[src/rtl/store_pkg.sv]
// Shared encodings and width helpers for the store alignment unit.
package store_pkg;

    localparam logic [1:0] SZ_B = 2'd0;
    localparam logic [1:0] SZ_H = 2'd1;
    localparam logic [1:0] SZ_W = 2'd2;
    localparam logic [1:0] SZ_D = 2'd3;

    typedef enum logic [1:0] {
        ST_IDLE  = 2'd0,
        ST_BEAT0 = 2'd1,
        ST_BEAT1 = 2'd2
    } state_e;

    function automatic int offw_f(input int xlen);
        return $clog2(xlen / 8);
    endfunction

    // A size larger than the memory word collapses to a full-word store.
    function automatic logic [1:0] eff_size_f(input logic [1:0] sz, input int offw);
        return (int'(sz) > offw) ? 2'(offw) : sz;
    endfunction

endpackage

[src/rtl/store_lane_align.sv]
// Combinational lane aligner: masks store data to its size and shifts it into
// byte lanes; beat_sel picks the spill-over half of a word-crossing store.
module store_lane_align #(
    parameter int XLEN = 32,
    parameter int NB   = XLEN / 8,
    parameter int OFFW = $clog2(NB)
) (
    input  logic [XLEN-1:0] data_in,
    input  logic [OFFW-1:0] off,
    input  logic [1:0]      eff_size,
    input  logic            beat_sel,
    output logic [XLEN-1:0] data_out,
    output logic [NB-1:0]   mask_out
);

    logic [NB-1:0]     lane_en;
    logic [XLEN-1:0]   data_masked;
    logic [2*XLEN-1:0] data_wide;
    logic [2*NB-1:0]   mask_wide;

    generate
        for (genvar gi = 0; gi < NB; gi++) begin : g_lane
            assign lane_en[gi]            = (gi < (1 << eff_size));
            assign data_masked[8*gi +: 8] = lane_en[gi] ? data_in[8*gi +: 8] : 8'h00;
        end
    endgenerate

    // Shifting into a double-width word puts beat 0 in the low half and the
    // bytes that spill past the word boundary in the high half.
    assign data_wide = {{XLEN{1'b0}}, data_masked} << {off, 3'b000};
    assign mask_wide = {{NB{1'b0}}, lane_en} << off;

    assign data_out = beat_sel ? data_wide[2*XLEN-1:XLEN] : data_wide[XLEN-1:0];
    assign mask_out = beat_sel ? mask_wide[2*NB-1:NB]     : mask_wide[NB-1:0];

endmodule

[src/rtl/store_align_unit.sv]
// Registered store aligner with word-crossing split into two memory beats.
// Define STORE_MISALIGN_EXC_EN to trap crossing stores instead of splitting.
module store_align_unit
    import store_pkg::*;
#(
    parameter int XLEN   = 32,
    parameter int ADDR_W = 32
) (
    input  logic              clk,
    input  logic              nrst,
    input  logic              req_valid,
    output logic              req_ready,
    input  logic [ADDR_W-1:0] req_addr,
    input  logic [XLEN-1:0]   req_data,
    input  logic [1:0]        req_size,
    output logic              dm_valid,
    input  logic              dm_ready,
    output logic [ADDR_W-1:0] dm_addr,
    output logic [XLEN-1:0]   dm_data,
    output logic [XLEN/8-1:0] dm_write,
    output logic              busy,
    output logic              misaligned_exc
);

    localparam int NB   = XLEN / 8;
    localparam int OFFW = offw_f(XLEN);

    state_e            state_q, state_d;
    logic [ADDR_W-1:0] dm_addr_q, dm_addr_d;
    logic [XLEN-1:0]   dm_data_q, dm_data_d;
    logic [NB-1:0]     dm_write_q, dm_write_d;

    logic [1:0]      req_esz;
    logic [OFFW-1:0] req_off;
    logic            req_split;
    logic            final_beat;
    logic            accept;

    logic [XLEN-1:0] al_data_in, al_data_out;
    logic [OFFW-1:0] al_off;
    logic [1:0]      al_esz;
    logic            al_beat;
    logic [NB-1:0]   al_mask;

    assign req_esz   = eff_size_f(req_size, OFFW);
    assign req_off   = req_addr[OFFW-1:0];
    assign req_split = (int'(req_off) + (1 << req_esz)) > NB;

`ifdef STORE_MISALIGN_EXC_EN
    logic exc_q, exc_d;

    assign final_beat     = (state_q == ST_BEAT0);
    assign al_beat        = 1'b0;
    assign al_data_in     = req_data;
    assign al_off         = req_off;
    assign al_esz         = req_esz;
    assign misaligned_exc = exc_q;
`else
    logic [XLEN-1:0] st_data_q, st_data_d;
    logic [OFFW-1:0] st_off_q, st_off_d;
    logic [1:0]      st_esz_q, st_esz_d;
    logic            st_split_q, st_split_d;

    assign final_beat = (state_q == ST_BEAT1) || ((state_q == ST_BEAT0) && !st_split_q);
    // The aligner serves the captured request only while beat 1 is being formed;
    // req_ready is low then, so it never competes with a new request.
    assign al_beat        = (state_q == ST_BEAT0) && st_split_q;
    assign al_data_in     = al_beat ? st_data_q : req_data;
    assign al_off         = al_beat ? st_off_q  : req_off;
    assign al_esz         = al_beat ? st_esz_q  : req_esz;
    assign misaligned_exc = 1'b0;
`endif

    assign req_ready = (state_q == ST_IDLE) || (final_beat && dm_ready);
    assign accept    = req_valid && req_ready;

    store_lane_align #(.XLEN(XLEN), .NB(NB), .OFFW(OFFW)) u_align (
        .data_in  (al_data_in),
        .off      (al_off),
        .eff_size (al_esz),
        .beat_sel (al_beat),
        .data_out (al_data_out),
        .mask_out (al_mask)
    );

    always_comb begin
        state_d    = state_q;
        dm_addr_d  = dm_addr_q;
        dm_data_d  = dm_data_q;
        dm_write_d = dm_write_q;
`ifdef STORE_MISALIGN_EXC_EN
        exc_d = 1'b0;
        if (accept) begin
            if (req_split) begin
                exc_d      = 1'b1;
                state_d    = ST_IDLE;
                dm_write_d = '0;
            end else begin
                state_d    = ST_BEAT0;
                dm_addr_d  = {req_addr[ADDR_W-1:OFFW], {OFFW{1'b0}}};
                dm_data_d  = al_data_out;
                dm_write_d = al_mask;
            end
        end else if (state_q != ST_IDLE && dm_ready) begin
            state_d    = ST_IDLE;
            dm_write_d = '0;
        end
`else
        st_data_d  = st_data_q;
        st_off_d   = st_off_q;
        st_esz_d   = st_esz_q;
        st_split_d = st_split_q;
        if (accept) begin
            state_d    = ST_BEAT0;
            dm_addr_d  = {req_addr[ADDR_W-1:OFFW], {OFFW{1'b0}}};
            dm_data_d  = al_data_out;
            dm_write_d = al_mask;
            st_data_d  = req_data;
            st_off_d   = req_off;
            st_esz_d   = req_esz;
            st_split_d = req_split;
        end else if (state_q != ST_IDLE && dm_ready) begin
            if (al_beat) begin
                state_d    = ST_BEAT1;
                dm_addr_d  = dm_addr_q + ADDR_W'(NB);
                dm_data_d  = al_data_out;
                dm_write_d = al_mask;
            end else begin
                state_d    = ST_IDLE;
                dm_write_d = '0;
            end
        end
`endif
    end

    always_ff @(posedge clk or negedge nrst) begin
        if (!nrst) begin
            state_q    <= ST_IDLE;
            dm_addr_q  <= '0;
            dm_data_q  <= '0;
            dm_write_q <= '0;
`ifdef STORE_MISALIGN_EXC_EN
            exc_q      <= 1'b0;
`else
            st_data_q  <= '0;
            st_off_q   <= '0;
            st_esz_q   <= '0;
            st_split_q <= 1'b0;
`endif
        end else begin
            state_q    <= state_d;
            dm_addr_q  <= dm_addr_d;
            dm_data_q  <= dm_data_d;
            dm_write_q <= dm_write_d;
`ifdef STORE_MISALIGN_EXC_EN
            exc_q      <= exc_d;
`else
            st_data_q  <= st_data_d;
            st_off_q   <= st_off_d;
            st_esz_q   <= st_esz_d;
            st_split_q <= st_split_d;
`endif
        end
    end

    assign dm_valid = (state_q != ST_IDLE);
    assign busy     = (state_q != ST_IDLE);
    assign dm_addr  = dm_addr_q;
    assign dm_data  = dm_data_q;
    assign dm_write = dm_write_q;

endmodule

[config.mk]
export PLATFORM = sky130hd
export DESIGN_NAME = store_align_unit
export DESIGN_NICKNAME = d
export VERILOG_FILES = /design/src/rtl/store_pkg.sv /design/src/rtl/store_lane_align.sv /design/src/rtl/store_align_unit.sv
export SDC_FILE = /design/constraint.sdc
export NUM_CORES = 1
export LEC_CHECK = 0
export BUFFER_PORTS_ARGS = -buffer_cell sky130_fd_sc_hd__buf_2
export CORE_ASPECT_RATIO = 1.75
export CORE_MARGIN = 5
export CORE_UTILIZATION = 50
export CTS_BUF_LIST = sky130_fd_sc_hd__clkbuf_8
export DETAILED_ROUTE_END_ITERATION = 16
export GPL_TIMING_DRIVEN = 0
export PLACE_DENSITY = 0.8
export SLEW_MARGIN = 30
export SYNTH_ARGS = -nofsm -noshare
export SYNTH_HDL_FRONTEND = slang
export SYNTH_SLANG_ARGS = --single-unit
[constraint.sdc]
create_clock -name clk -period 2.2 [get_ports clk]
set_input_delay 0.11 -clock clk [delete_from_list [all_inputs] [get_ports clk]]
set_output_delay 0.11 -clock clk [all_outputs]
set_load 0.005 [all_outputs]
Word-level counts from Yosys, hierarchy flattened

Cells that the tools add are included.

Magnitude comparators: 6
Eq/ne operators: 2
Shifts and indexed selects: 4
Multiplexer cells: 22
Reductions and logical operators: 13
$add $sub $neg: 2

Operators by type and width:

| kind                  | count |
|---|---|
| $mux 32               | 8 |
| $lt 3x32->1 const A   | 2 |
| $shl 1x2->32 const A  | 2 |
| $shl 32x5->64         | 1 |
| $add 3x32->32         | 1 |
| $add 32x3->32 const B | 1 |
| $gt 32x4->1 const B   | 1 |
| $lt 1x32->1 const A   | 1 |
| $lt 2x32->1 const A   | 1 |
| $mux 8                | 4 |
| $mux 4                | 4 |
| $mux 2                | 6 |
| $shl 4x2->8           | 1 |
| $reduce_bool 2->1     | 3 |
| $logic_and 1x1->1     | 5 |
| $eq 2x1->1 const B    | 1 |
| $eq 2x2->1 const B    | 1 |
| $gt 2x2->1 const B    | 1 |
| $logic_not 2->1       | 1 |
| $logic_or 1x1->1      | 2 |
| $reduce_and 2->1      | 1 |
| $logic_not 1->1       | 1 |

Flip-flop bits (word level): 107
Logic and storage cells: 57
Output and inout bits: 72
Bits of input ports: 70

Depth between registers and ports, before layout

Gate-level depths: netlist of the first run.

Depth in word-level cells: 11
Mapped depth: 10
Gate-level depth less buffers: 9

Hierarchy

From an unflattened synthesis of the first run, not the netlist that was laid out.

Cells, all modules: 744
Area total of the unflattened synthesis: 6,247.2 um2

Modules (own cells, without submodules):

| module           | sequential area each (um2) | instances | area each (um2) | cells an instance |
|---|---|---|---|---|
| store_align_unit | 2,627.5                    | 1         | 5,265.0         | 609 |
| store_lane_align | 0.0                        | 1         | 982.2           | 135 |

Worst setup path before layout of the first run

OpenSTA, ideal clock, no wires.

Path kind: reg-to-reg
From: register state_q[1]
To: register dm_addr_q[31], in the netlist dm_addr[31]
Arrival: 1.837 ns
Setup time: 0.130 ns
Data required time: 2.070 ns
Period minus slack after synthesis: 1.967 ns
Stages on the path, launching flop included: 6
Buffers on the path: 0
Slack: 0.233 ns
Path through: dfrtp_1 nand4b_1 or3_1 or3_1 o21ai_1 a31oi_1

Cells in the longest elaborated chain, start to end: 8
Elaborated cells on any way between the ends: 15
Classes of those cells: eq/ne: 2; mux: 1; reduce/logical: 12

Ends and longest elaborated chain:

| element                     | line                                           | text |
|---|---|---|
| start, declared             | store_align_unit.sv:28                         | `state_e state_q, state_d;` |
| start signal, assigned      | store_align_unit.sv:151                        | `state_q <= state_d;` |
| $eq 2x1->1                  | store_align_unit.sv:64, store_align_unit.sv:67 |  |
| $logic_and 1x1->1           | store_align_unit.sv:64                         | `assign final_beat = (state_q == ST_BEAT1) \|\| ((state_q == ST_BEAT0) && !st_split_q);` |
| $logic_or 1x1->1            | store_align_unit.sv:64                         |  |
| $logic_and 1x1->1           | store_align_unit.sv:74                         | `assign req_ready = (state_q == ST_IDLE) \|\| (final_beat && dm_ready);` |
| $logic_or 1x1->1            | store_align_unit.sv:74                         |  |
| $logic_and 1x1->1           | store_align_unit.sv:75                         | `assign accept = req_valid && req_ready;` |
| $reduce_bool 2->1 (no line) | -                                              |  |
| $reduce_and 2->1 (no line)  | -                                              |  |
| end signal, assigned        | store_align_unit.sv:152                        | `dm_addr_q <= dm_addr_d;` |
| end, declared               | store_align_unit.sv:29                         | `logic [ADDR_W-1:0] dm_addr_q, dm_addr_d;` |

Several ways; a longest one is shown, not always the timed one.
A chain may end at the register's enable or synchronous reset.

Worst setup path in the final report of the first run

From: register dm_addr_q[10], in the netlist dm_addr[10]
To: register dm_addr_q[31], in the netlist dm_addr[31]

Cells in the longest elaborated chain, start to end: 4

Ends and longest elaborated chain:

| element       | line                    | text |
|---|---|---|
| $add 32x3->32 | store_align_unit.sv:125 | `dm_addr_d = dm_addr_q + ADDR_W'(NB);` |
| $mux 32       | store_align_unit.sv:123 | `if (al_beat) begin` |
| $mux 32       | store_align_unit.sv:122 | `end else if (state_q != ST_IDLE && dm_ready) begin` |
| $mux 32       | store_align_unit.sv:113 | `if (accept) begin` |

No other way between the ends. The select of a mux whose other input is x is not followed.

==> results of run 1 <==
cells by family after synthesis:
kind of cell / count (synthesis) / share of synthesized area
buf+inv: 63 / 0.04481
compound gates: 188 / 0.2090
fa+ha+maj: 4 / 0.009371
simple gates: 322 / 0.2424
xor+xnor: 14 / 0.01996
other cells: 1 / 0.0006105
mux: 28 / 0.04604
flops: 105 / 0.4278
cells in the final DEF (no fill, tap or decap), types with 4 or more instances in the layout:
| cell type | count |
|---|---|
| nand4_1 | 5 |
| nand2b_1 | 8 |
| clkbuf_8 | 10 |
| a32oi_1 | 5 |
| dfrtp_1 | 103 |
| buf_4 | 8 |
| nand2_1 | 183 |
| o21ai_0 | 43 |
| o22a_1 | 5 |
| a211oi_1 | 11 |
| inv_1 | 9 |
| a221oi_1 | 6 |
| nor2_1 | 37 |
| mux2i_1 | 25 |
| a21o_1 | 7 |
| o221ai_1 | 7 |
| clkbuf_1 | 20 |
| xnor2_1 | 13 |
| o22ai_1 | 15 |
| nor3b_1 | 5 |
| nor3_1 | 15 |
| o211ai_1 | 5 |
| a221o_1 | 17 |
| a31oi_1 | 5 |
| or3_1 | 4 |
| and3_1 | 10 |
| dlygate4sd3_1 | 46 |
| clkbuf_2 | 7 |
| nor2b_1 | 6 |
| a21oi_1 | 34 |
| nand3_1 | 18 |
| o21ai_1 | 6 |
| buf_2 | 151 |
final timing paths:
kind,to,start,slack [ns]
min reg2reg,dm_data[8],dm_data[8],0.48
max in group asynchronous,state_q[1],nrst,1.29
max reg2reg,dm_addr[31],dm_addr[10],-0.01
min in group asynchronous,st_data_q[7],nrst,0.24
min,dm_addr[25],req_addr[25],0.006
max,dm_addr[31],dm_addr[10],-0.01
cell usage after synthesis, types with 6 or more instances:
cell      count  area, sq um
nor2_1       38        142.6
mux2i_1      26        260.3
and3_1       10        62.56
clkbuf_1     27        101.4
nor2b_1       8        50.05
inv_1         9        33.78
dfrtp_1     105         2628
nand2b_1      9        56.30
a221o_1      17        170.2
o21ai_1       6        30.03
o221ai_1      7        61.31
a211oi_1     11        82.58
nand3_1      19        95.09
xnor2_1      13        113.9
o22ai_1      15        93.84
a21oi_1      34        170.2
buf_2        13        65.06
a21o_1        7        52.55
buf_1         9        33.78
nor3b_1       6        45.04
a221oi_1      7        61.31
nand2_1     183        686.9
o21ai_0      43        215.2
nor3_1       15        75.07
power by group:
part | switching [mW] | total, mW | internal (mW) | leakage, nW
clock network | 0.717 | 1.40 | 0.687 | 0.118
registers | 0.927 | 3.79 | 2.86 | 1.30
logic | 2.81 | 4.71 | 1.90 | 2.30
flip-flops by register name, summed over array words and instances (netlist names):
register / count
st_split_q: 1
dm_write: 4
state_q: 2
dm_data: 32
st_esz_q: 2
dm_addr: 30
st_data_q: 32
st_off_q: 2
layout make-up:
type | count | area, sq um | share of cell area
antenna | 1 | 2.502 | 0.0003175
buffer | 53 | 261.5 | 0.03317
clock buffer | 10 | 137.6 | 0.01746
clock inverter | 6 | 95.09 | 0.01206
inverter | 9 | 33.78 | 0.004286
multi-input combinational | 559 | 3318 | 0.4210
sequential | 105 | 2630 | 0.3337
tap | 165 | 206.4 | 0.02619
timing repair buffer | 186 | 1197 | 0.1519
repair_timing:
action	CTS	global route
pin swaps	0	1
setup endpoints to repair	74	93
buffers inserted	2	1
endpoints found under the hold margin	93	0
hold buffers	46	0
gates resized for setup	14	21
routing by layer:
metal / vias to the layer above / global-route usage / part of all wire
met3: 118 / 0.05243 / 0.074
met4: 0 / 0.2101 / 0.072
li1: 2999 / - / -
met1: 3129 / 0.3441 / 0.35
met5: - / 0 / 0
met2: 415 / 0.5503 / 0.50
critical path: stages (launching register included):
cell and delay (ns):
dfrtp_1 0.44, nand4_1 0.24, or4_4 0.59, buf_6 0.17, or3_1 0.40, o21ai_1 0.15
a31oi_1 0.09
metrics by stage:
stage / worst slack [ns] / hold WS (ns) / setup TNS [ns] / area [sq um]
after floorplan: 0.2334 / -0.1856 / 0 / 6150
after global placement: -0.3221 / 0.3115 / -21.90 / 7037
after detailed placement: -0.3296 / 0.08535 / -7.348 / 7071
after CTS: -0.07881 / 0.001122 / -0.5575 / 7806
after global routing: -0.03087 / 0.01734 / -0.03385 / 7880
final: -0.01423 / 0.005694 / -0.01423 / 7883
==> impl_metrics.csv, run 1 <==
group,metric,value,unit
logic_synthesis,yosys_warnings,0,
logic_synthesis,synth_seq_cells,105,
timing,fin_crit_sh,1.006,
placed_design,gp_congestion,1.070,
logic_synthesis,synth_area,6142,sq um
layout,fillCellCount,1050,
status,status,"finished with violations",
route,drtIter0Drc,533,
layout,layout-drive-gt1-share,0.2263,
layout,syn2layout_area_growth,28.34,%
die,start_util,0.5089,
grt,grt_pass1_wl,35500,microns
clocking,cts_tree,"built",
timing,max_freq,451.6,MHz
power_and_ir_drop,report.power.total,9.902,mW
route,viasPerCell,6.089,
logic_synthesis,synth_edf_count,0,
clocking,clock_latency,0.38,ns
critical_path,critPathArrivalTime,2.46,ns
timing,hold_viol_final,0,
timing,final.setup.worst_slack,-0.01423,ns
critical_path,critPathMaxFanout,10,
clocking,path_clk_slew,0.11,ns
power_and_ir_drop,ir_drop,0.0006976,V
power_and_ir_drop,p_per_area,1256,nW/um^2
die,die_w,93.78,microns
timing,drv_slew,0,
grt,grt_max_degree,58,
logic_synthesis,synth_ff_type,"dfrtp_1",
logic_synthesis,syn-instance-count,725,
clocking,clockRootBuffer,"clkbuf_8",
critical_path,end_kind,"flip-flop",
critical_path,critical_path_class,"flip-flop to flip-flop",
timing,fin_crit,2.214,ns
die,rows,53,
logic_synthesis,ys_types,61,
timing,worst_slew_pin_slew,0.8825,ns
grt,track_usage,0.3149,
worst_hold_path,min_path_cells,3,
die,die_h,156.6,microns
route,finalWirelength,23290,microns
die,die_area,14690,sq um
placed_design,hpwl,17140,microns
route,num_vias,6661,
grt,antenna_found_initial,0,
critical_path,start_kind,"flip-flop",
worst_hold_path,holdCritPathClass,"input port to flip-flop",
critical_path,required,2.45,ns
critical_path,r2r_cells,6,
timing,setup_violations,1,
placed_design,place_inst,1029,
clocking,htree_levels,3,
layout,nets,997,
logic_synthesis,async_flop_share,1.000,
timing,slew_headroom,0.4095,
layout,final_cells,1094,
layout,final_core_util,0.6531,
job,drv_cap,0,
timing,skew,0.01773,ns
clocking,clk_path_buf_depth,2,
status,violations,"setup timing",
logic_synthesis,ys_seq_area_frac,0.4278,
route,antenna_left,0,
grt,grt_pass1_vias,6784,
die,coreArea,12070,sq um
route,drtPass1Iterations,5,
die,io_pins,142,
route,drc,0,
grt,grt_overflow,0,
logic_synthesis,syn_area_per_cell,8.472,sq um
placed_design,port_buffers,136,
clocking,cts-buffers-inserted,9,
power_and_ir_drop,leakage,3.717,nW
route,wl_per_cell,21.29,microns
clocking,numClockSinks,105,
(Power assumes the default switching activity.)
==> inputs of run 2 (changes only) <==
==> constraint.sdc (replaced) <==
create_clock -name clk -period 2.8 [get_ports clk]
set_input_delay 0.14 -clock clk [delete_from_list [all_inputs] [get_ports clk]]
set_output_delay 0.14 -clock clk [all_outputs]
set_load 0.005 [all_outputs]
==> run 2 against run 1 <==
Effect of this change:
- fmax down 13%
- clock power is 21% lower
- the run now ends clean
- register-to-register slack improved by 0.26 ns
- die area stayed put
- sequential share of layout area is 1.2 points higher
- clock skew is 0.0021 ns lower
- final cell count down 1.7%
- sequential power is 22% lower
- critical endpoint is now dm_data[24]
- combinational power is 24% lower
==> impl_metrics.csv, run 2 (same netlist as run 1, synthesis figures left out) <==
group,metric,value,unit
route,antenna_left,0,
clocking,clk_path_buf_depth,2,
clocking,numClockSinks,105,
clocking,clock_latency,0.38,ns
layout,syn2layout_area_growth,23.79,%
route,viasPerCell,6.148,
timing,drv_slew,0,
layout,fillCellCount,1085,
grt,grt_overflow,0,
worst_hold_path,holdCritPathClass,"input port to flip-flop",
placed_design,hpwl,17140,microns
critical_path,critical_path_class,"flip-flop to flip-flop",
timing,slew_headroom,0.4295,
grt,track_usage,0.3103,
route,drtIter0Drc,526,
grt,grt_pass1_vias,6619,
critical_path,required,3.04,ns
layout,layout_commonest_cell,"nand2_1",
clocking,htree_levels,3,
layout,nets,979,
critical_path,critPathMaxFanout,10,
layout,final_cell_mix,"nand2_1, buf_2, dfrtp_1",
die,die_area,14690,sq um
critical_path,start_kind,"flip-flop",
power_and_ir_drop,p_per_area,1007,nW/um^2
power_and_ir_drop,leakage,3.569,nW
critical_path,critPathArrivalTime,2.80,ns
timing,worst_slew_pin_slew,0.8526,ns
clocking,cts_setup_buffers,0,
critical_path,cp_cell_sequence,"and3b_1, buf_2, mux2i_1, nand2b_1, clkbuf_1, o221ai_1",
die,io_pins,142,
clocking,cts-buffers-inserted,9,
die,rows,53,
route,num_vias,6609,
critical_path,cpPeakStageDelay,0.61,ns
timing,setup_violations,0,
clocking,clockRootBuffer,"clkbuf_8",
grt,antenna_found_initial,0,
die,coreArea,12070,sq um
layout,diodes,0,
timing,hold_viol_final,0,
layout,layout-drive-gt1-share,0.2011,
placed_design,gp_congestion,1.070,
critical_path,end_kind,"flip-flop",
route,finalWirelength,22900,microns
clocking,cts_tree,"built",
timing,fin_crit,2.558,ns
status,status,"finished, final reports clean",
die,die_h,156.6,microns
grt,grt_pass1_wl,35080,microns
power_and_ir_drop,ir_drop,0.0005521,V
route,drtPass1Iterations,6,
clocking,path_clk_slew,0.11,ns
die,die_w,93.78,microns
layout,ff_latch_area,2628,sq um
timing,max_freq,390.9,MHz
timing,skew,0.01563,ns
job,drv_cap,0,
layout,final_core_util,0.6300,
grt,grt_max_degree,58,
route,wl_per_cell,21.31,microns
critical_path,slowest_stage,"mux2i_1",
die,start_util,0.5089,
timing,grt_setup_unrepaired,"false",
layout,multi_input_area,3247,sq um
placed_design,port_buffers,136,
timing,fin_crit_sh,0.9136,
timing,tns,0,ns
route,drc,0,
-- run 2: cell types whose count changed in the layout (fill, tap and decap cells not counted), sizes merged --
cell	delta
clkbuf	-2
diode	-1
dlygate4sd3	-16
-- run 2: repair_timing --
action | CTS | global route
hold endpoints to repair | 77 | 0
gates resized for setup | 0 | 0
hold buffers | 30 | 0
-- run 2: final cells by class --
type	count	area share
plain buffers	54	0.03176
clock buffers	10	0.01810
clock inverters	6	0.01251
inverters	9	0.004443
multi-input cells	559	0.4270
flip-flops and latches	105	0.3456
well taps	165	0.02715
repair buffers	167	0.1335
-- run 2: worst paths after layout --
check	depth (start not counted)	start	slack (ns)	to
setup / recovery	6	state_q[1]	0.24	dm_data[24]
hold reg to reg	1	dm_data[12]	0.48	dm_data[12]
max in group asynchronous	3	nrst	1.89	state_q[0]
setup reg to reg	6	state_q[1]	0.24	dm_data[24]
hold / removal	3	req_data[4]	0.008	st_data_q[4]
min in group asynchronous	2	nrst	0.26	st_data_q[14]
-- run 2: stage by stage --
stage | setup slack [ns] | power [mW] | cell area [sq um] | hold WS, ns | std cells
finish | 0.2420 | 7.656 | 7604 | 0.008447 | 1075
global route | 0.09646 | 8.096 | 7604 | 0.005200 | 1075
CTS | 0.2579 | 7.561 | 7604 | 0.0005812 | 1075
detailed placement | 0.2704 | 6.435 | 7071 | 0.1154 | 1029
global placement | 0.2779 | 6.353 | 7037 | 0.3415 | 1028
floorplan | 0.8334 | 4.903 | 6150 | -0.1556 | 727
-- run 2: power by group --
group / switching [mW] / internal (mW) / leakage, nW
clock network: 0.565 / 0.540 / 0.118
registers: 0.727 / 2.24 / 1.30
logic: 2.17 / 1.41 / 2.15
-- run 2: metal layers --
metal | part of all wire | vias to the layer above | global-route usage
met5 | 0 | - | 0
met4 | 0.067 | 0 | 0.1949
met3 | 0.078 | 114 | 0.04666
li1 | - | 2954 | -
met2 | 0.51 | 404 | 0.5425
met1 | 0.35 | 3137 | 0.3474
-- run 2: worst max-delay path: cells and delay by family, from the launching register on --
kind | cells | cell delay [ns]
AO/OA/AOI/OAI | 1 | 0.20
buffers and inverters | 2 | 0.69
flip-flops | 1 | 0.49
multiplexers | 1 | 0.61
AND/OR/NAND/NOR | 2 | 0.42
==> inputs of run 3 (changes only) <==
--- a/config.mk
+++ b/config.mk
@@ -8,11 +8,11 @@
 export BUFFER_PORTS_ARGS = -buffer_cell sky130_fd_sc_hd__buf_2
 export CORE_ASPECT_RATIO = 1.75
 export CORE_MARGIN = 5
-export CORE_UTILIZATION = 50
+export CORE_UTILIZATION = 40
 export CTS_BUF_LIST = sky130_fd_sc_hd__clkbuf_8
 export DETAILED_ROUTE_END_ITERATION = 16
 export GPL_TIMING_DRIVEN = 0
-export PLACE_DENSITY = 0.8
+export PLACE_DENSITY = 0.67
 export SLEW_MARGIN = 30
 export SYNTH_ARGS = -nofsm -noshare
 export SYNTH_HDL_FRONTEND = slang
==> run 3 against run 2 <==
Effect of this change:
- register-to-register slack got worse by 0.02 ns
- die area rose by 23%
- worst setup slack got worse by 0.023 ns
- global-route usage fell by 5.3 points
- total power fell by 2.4%
- critical path depth did not move
- utilization fell by 13 points
- final cell count rose by 2.4%
- sequential power barely moved
- via count fell by 2.0%
==> impl_metrics.csv, run 3 (same netlist as run 1, synthesis figures left out) <==
group,metric,value,unit
placed_design,port_buffers,136,
route,wl_per_cell,21.72,microns
route,num_vias,6474,
layout,final_cell_mix,"nand2_1, buf_2, dfrtp_1",
die,die_h,173.9,microns
route,drtPass1Iterations,6,
timing,slew_headroom,0.3457,
grt,grt_pass1_wl,36750,microns
die,rows,60,
timing,setup_violations,0,
critical_path,reg2reg_to,"dm_data[24]",
power_and_ir_drop,clkPwrFrac,0.123,
layout,diodes,0,
layout,layout-drive-gt1-share,0.2000,
clocking,cts_resized,0,
clocking,clockRootBuffer,"clkbuf_8",
critical_path,start_kind,"flip-flop",
die,coreArea,15240,sq um
timing,max_freq,387.4,MHz
timing,hold_viol_final,0,
timing,hold_slack,0.01464,ns
timing,fin_crit,2.581,ns
grt,grt_pass1_vias,6500,
power_and_ir_drop,p_per_area,979.2,nW/um^2
power_and_ir_drop,switchingPower,3.479,mW
worst_hold_path,min_path_cells,2,
timing,fin_crit_sh,0.9219,
layout,nets,984,
critical_path,r2r_cells,6,
route,drtIter0Drc,504,
grt,grt_overflow,0,
clocking,ctsHoldBuffers,33,
critical_path,r2r_start,"state_q[1]",
power_and_ir_drop,pwr-share-comb,0.481,
job,drv_cap,0,
layout,fillCellCount,1543,
die,die_w,103.7,microns
placed_design,place_inst,1050,
route,viasPerCell,5.880,
status,status,"finished, final reports clean",
layout,final_cells,1101,
timing,tns,0,ns
power_and_ir_drop,seq_power_share,0.396,
critical_path,required,3.02,ns
critical_path,end_kind,"flip-flop",
layout,syn2layout_area_growth,24.20,%
layout,final_core_util,0.5006,
power_and_ir_drop,p_sw_frac,0.4658,
clocking,cts-buffers-inserted,9,
timing,worst_slew_pin_slew,0.9779,ns
clocking,cts_tree,"built",
die,start_util,0.4030,
timing,drv_slew,0,
route,finalWirelength,23910,microns
power_and_ir_drop,ir_drop,0.0004012,V
timing,skew,0.01645,ns
clocking,clock_latency,0.39,ns
clocking,numClockSinks,105,
critical_path,reg2reg_slack,0.22,ns
die,io_pins,142,
layout,layout_commonest_cell,"nand2_1",
die,die_area,18030,sq um
power_and_ir_drop,intPower,3.991,mW
clocking,clk_path_buf_depth,2,
worst_hold_path,hold_start,"req_addr[6]",
critical_path,critPathMaxFanout,10,
placed_design,hpwl,18180,microns
clocking,cts_setup_buffers,0,
route,antenna_left,0,
grt,antenna_found_initial,0,
placed_design,gp_congestion,1.006,
critical_path,critical_path_class,"flip-flop to flip-flop",
grt,track_usage,0.2570,
clocking,path_clk_slew,0.10,ns
timing,grt_setup_unrepaired,"false",
power_and_ir_drop,leakage,3.561,nW
critical_path,critPathArrivalTime,2.80,ns
worst_hold_path,hold_end,"dm_addr[6]",
clocking,htree_levels,3,
worst_hold_path,holdCritPathClass,"input port to flip-flop",
route,drc,0,
grt,grt_max_degree,63,
==> run 3: area by class of cell <==
cell class | count | area, sq um | share of cell area
Sequential cell | 105 | 2628 | 0.3444
Tap cell | 186 | 232.7 | 0.03051
Inverter | 9 | 33.78 | 0.004428
Buffer | 54 | 241.5 | 0.03165
Clock inverter | 7 | 53.80 | 0.007053
Multi-Input combinational cell | 559 | 3247 | 0.4256
Timing Repair Buffer | 172 | 1069 | 0.1401
Clock buffer | 9 | 123.9 | 0.01624
==> run 3: routing by layer <==
| metal | share of wire | global-route usage | vias to the layer above |
|---|---|---|---|
| li1 | - | - | 2955 |
| met1 | 0.36 | 0.2828 | 3119 |
| met2 | 0.52 | 0.4611 | 315 |
| met3 | 0.062 | 0.04385 | 85 |
| met4 | 0.057 | 0.1448 | 0 |
| met5 | 0 | 0 | - |
==> run 3: power by group through the flow <==
stage               sequential [mW]  combinational [mW]  clock, mW
floorplan                      2.82                2.08          0
global placement               2.94                3.47          0
detailed placement             2.96                3.53          0
CTS                            2.93                3.58      0.938
global route                   3.04                3.92      0.996
finish                         2.96                3.59      0.921
==> run 3: worst max-delay path by stage <==
stage,endpoint,slack [ns],start,cells past startpoint
after CTS,dm_data[26],0.29,st_split_q,7
after global routing,dm_data[29],0.09,st_split_q,7
after floorplan,dm_addr[31],0.83,state_q[1],5
after global placement,dm_addr[9],0.29,nrst,1
final,dm_data[24],0.22,state_q[1],6
after detailed placement,dm_data[29],0.30,state_q[1],6
==> run 3: stage by stage <==
step | worst slack [ns] | power, mW | cell area (sq um)
2_1_floorplan | 0.8334 | 4.903 | 6150
3_3_place_gp | 0.2916 | 6.419 | 7063
3_5_place_dp | 0.2980 | 6.491 | 7101
4_1_cts | 0.2910 | 7.446 | 7609
5_1_grt | 0.09254 | 7.959 | 7629
6_report | 0.2187 | 7.470 | 7629
==> run 3: worst max-delay path: stages, from the launching register on <==
cell,delay (ns)
dfrtp_1,0.46
and3b_1,0.23
buf_2,0.23
mux2i_1,0.59
nand2b_1,0.18
clkbuf_1,0.54
o221ai_1,0.20
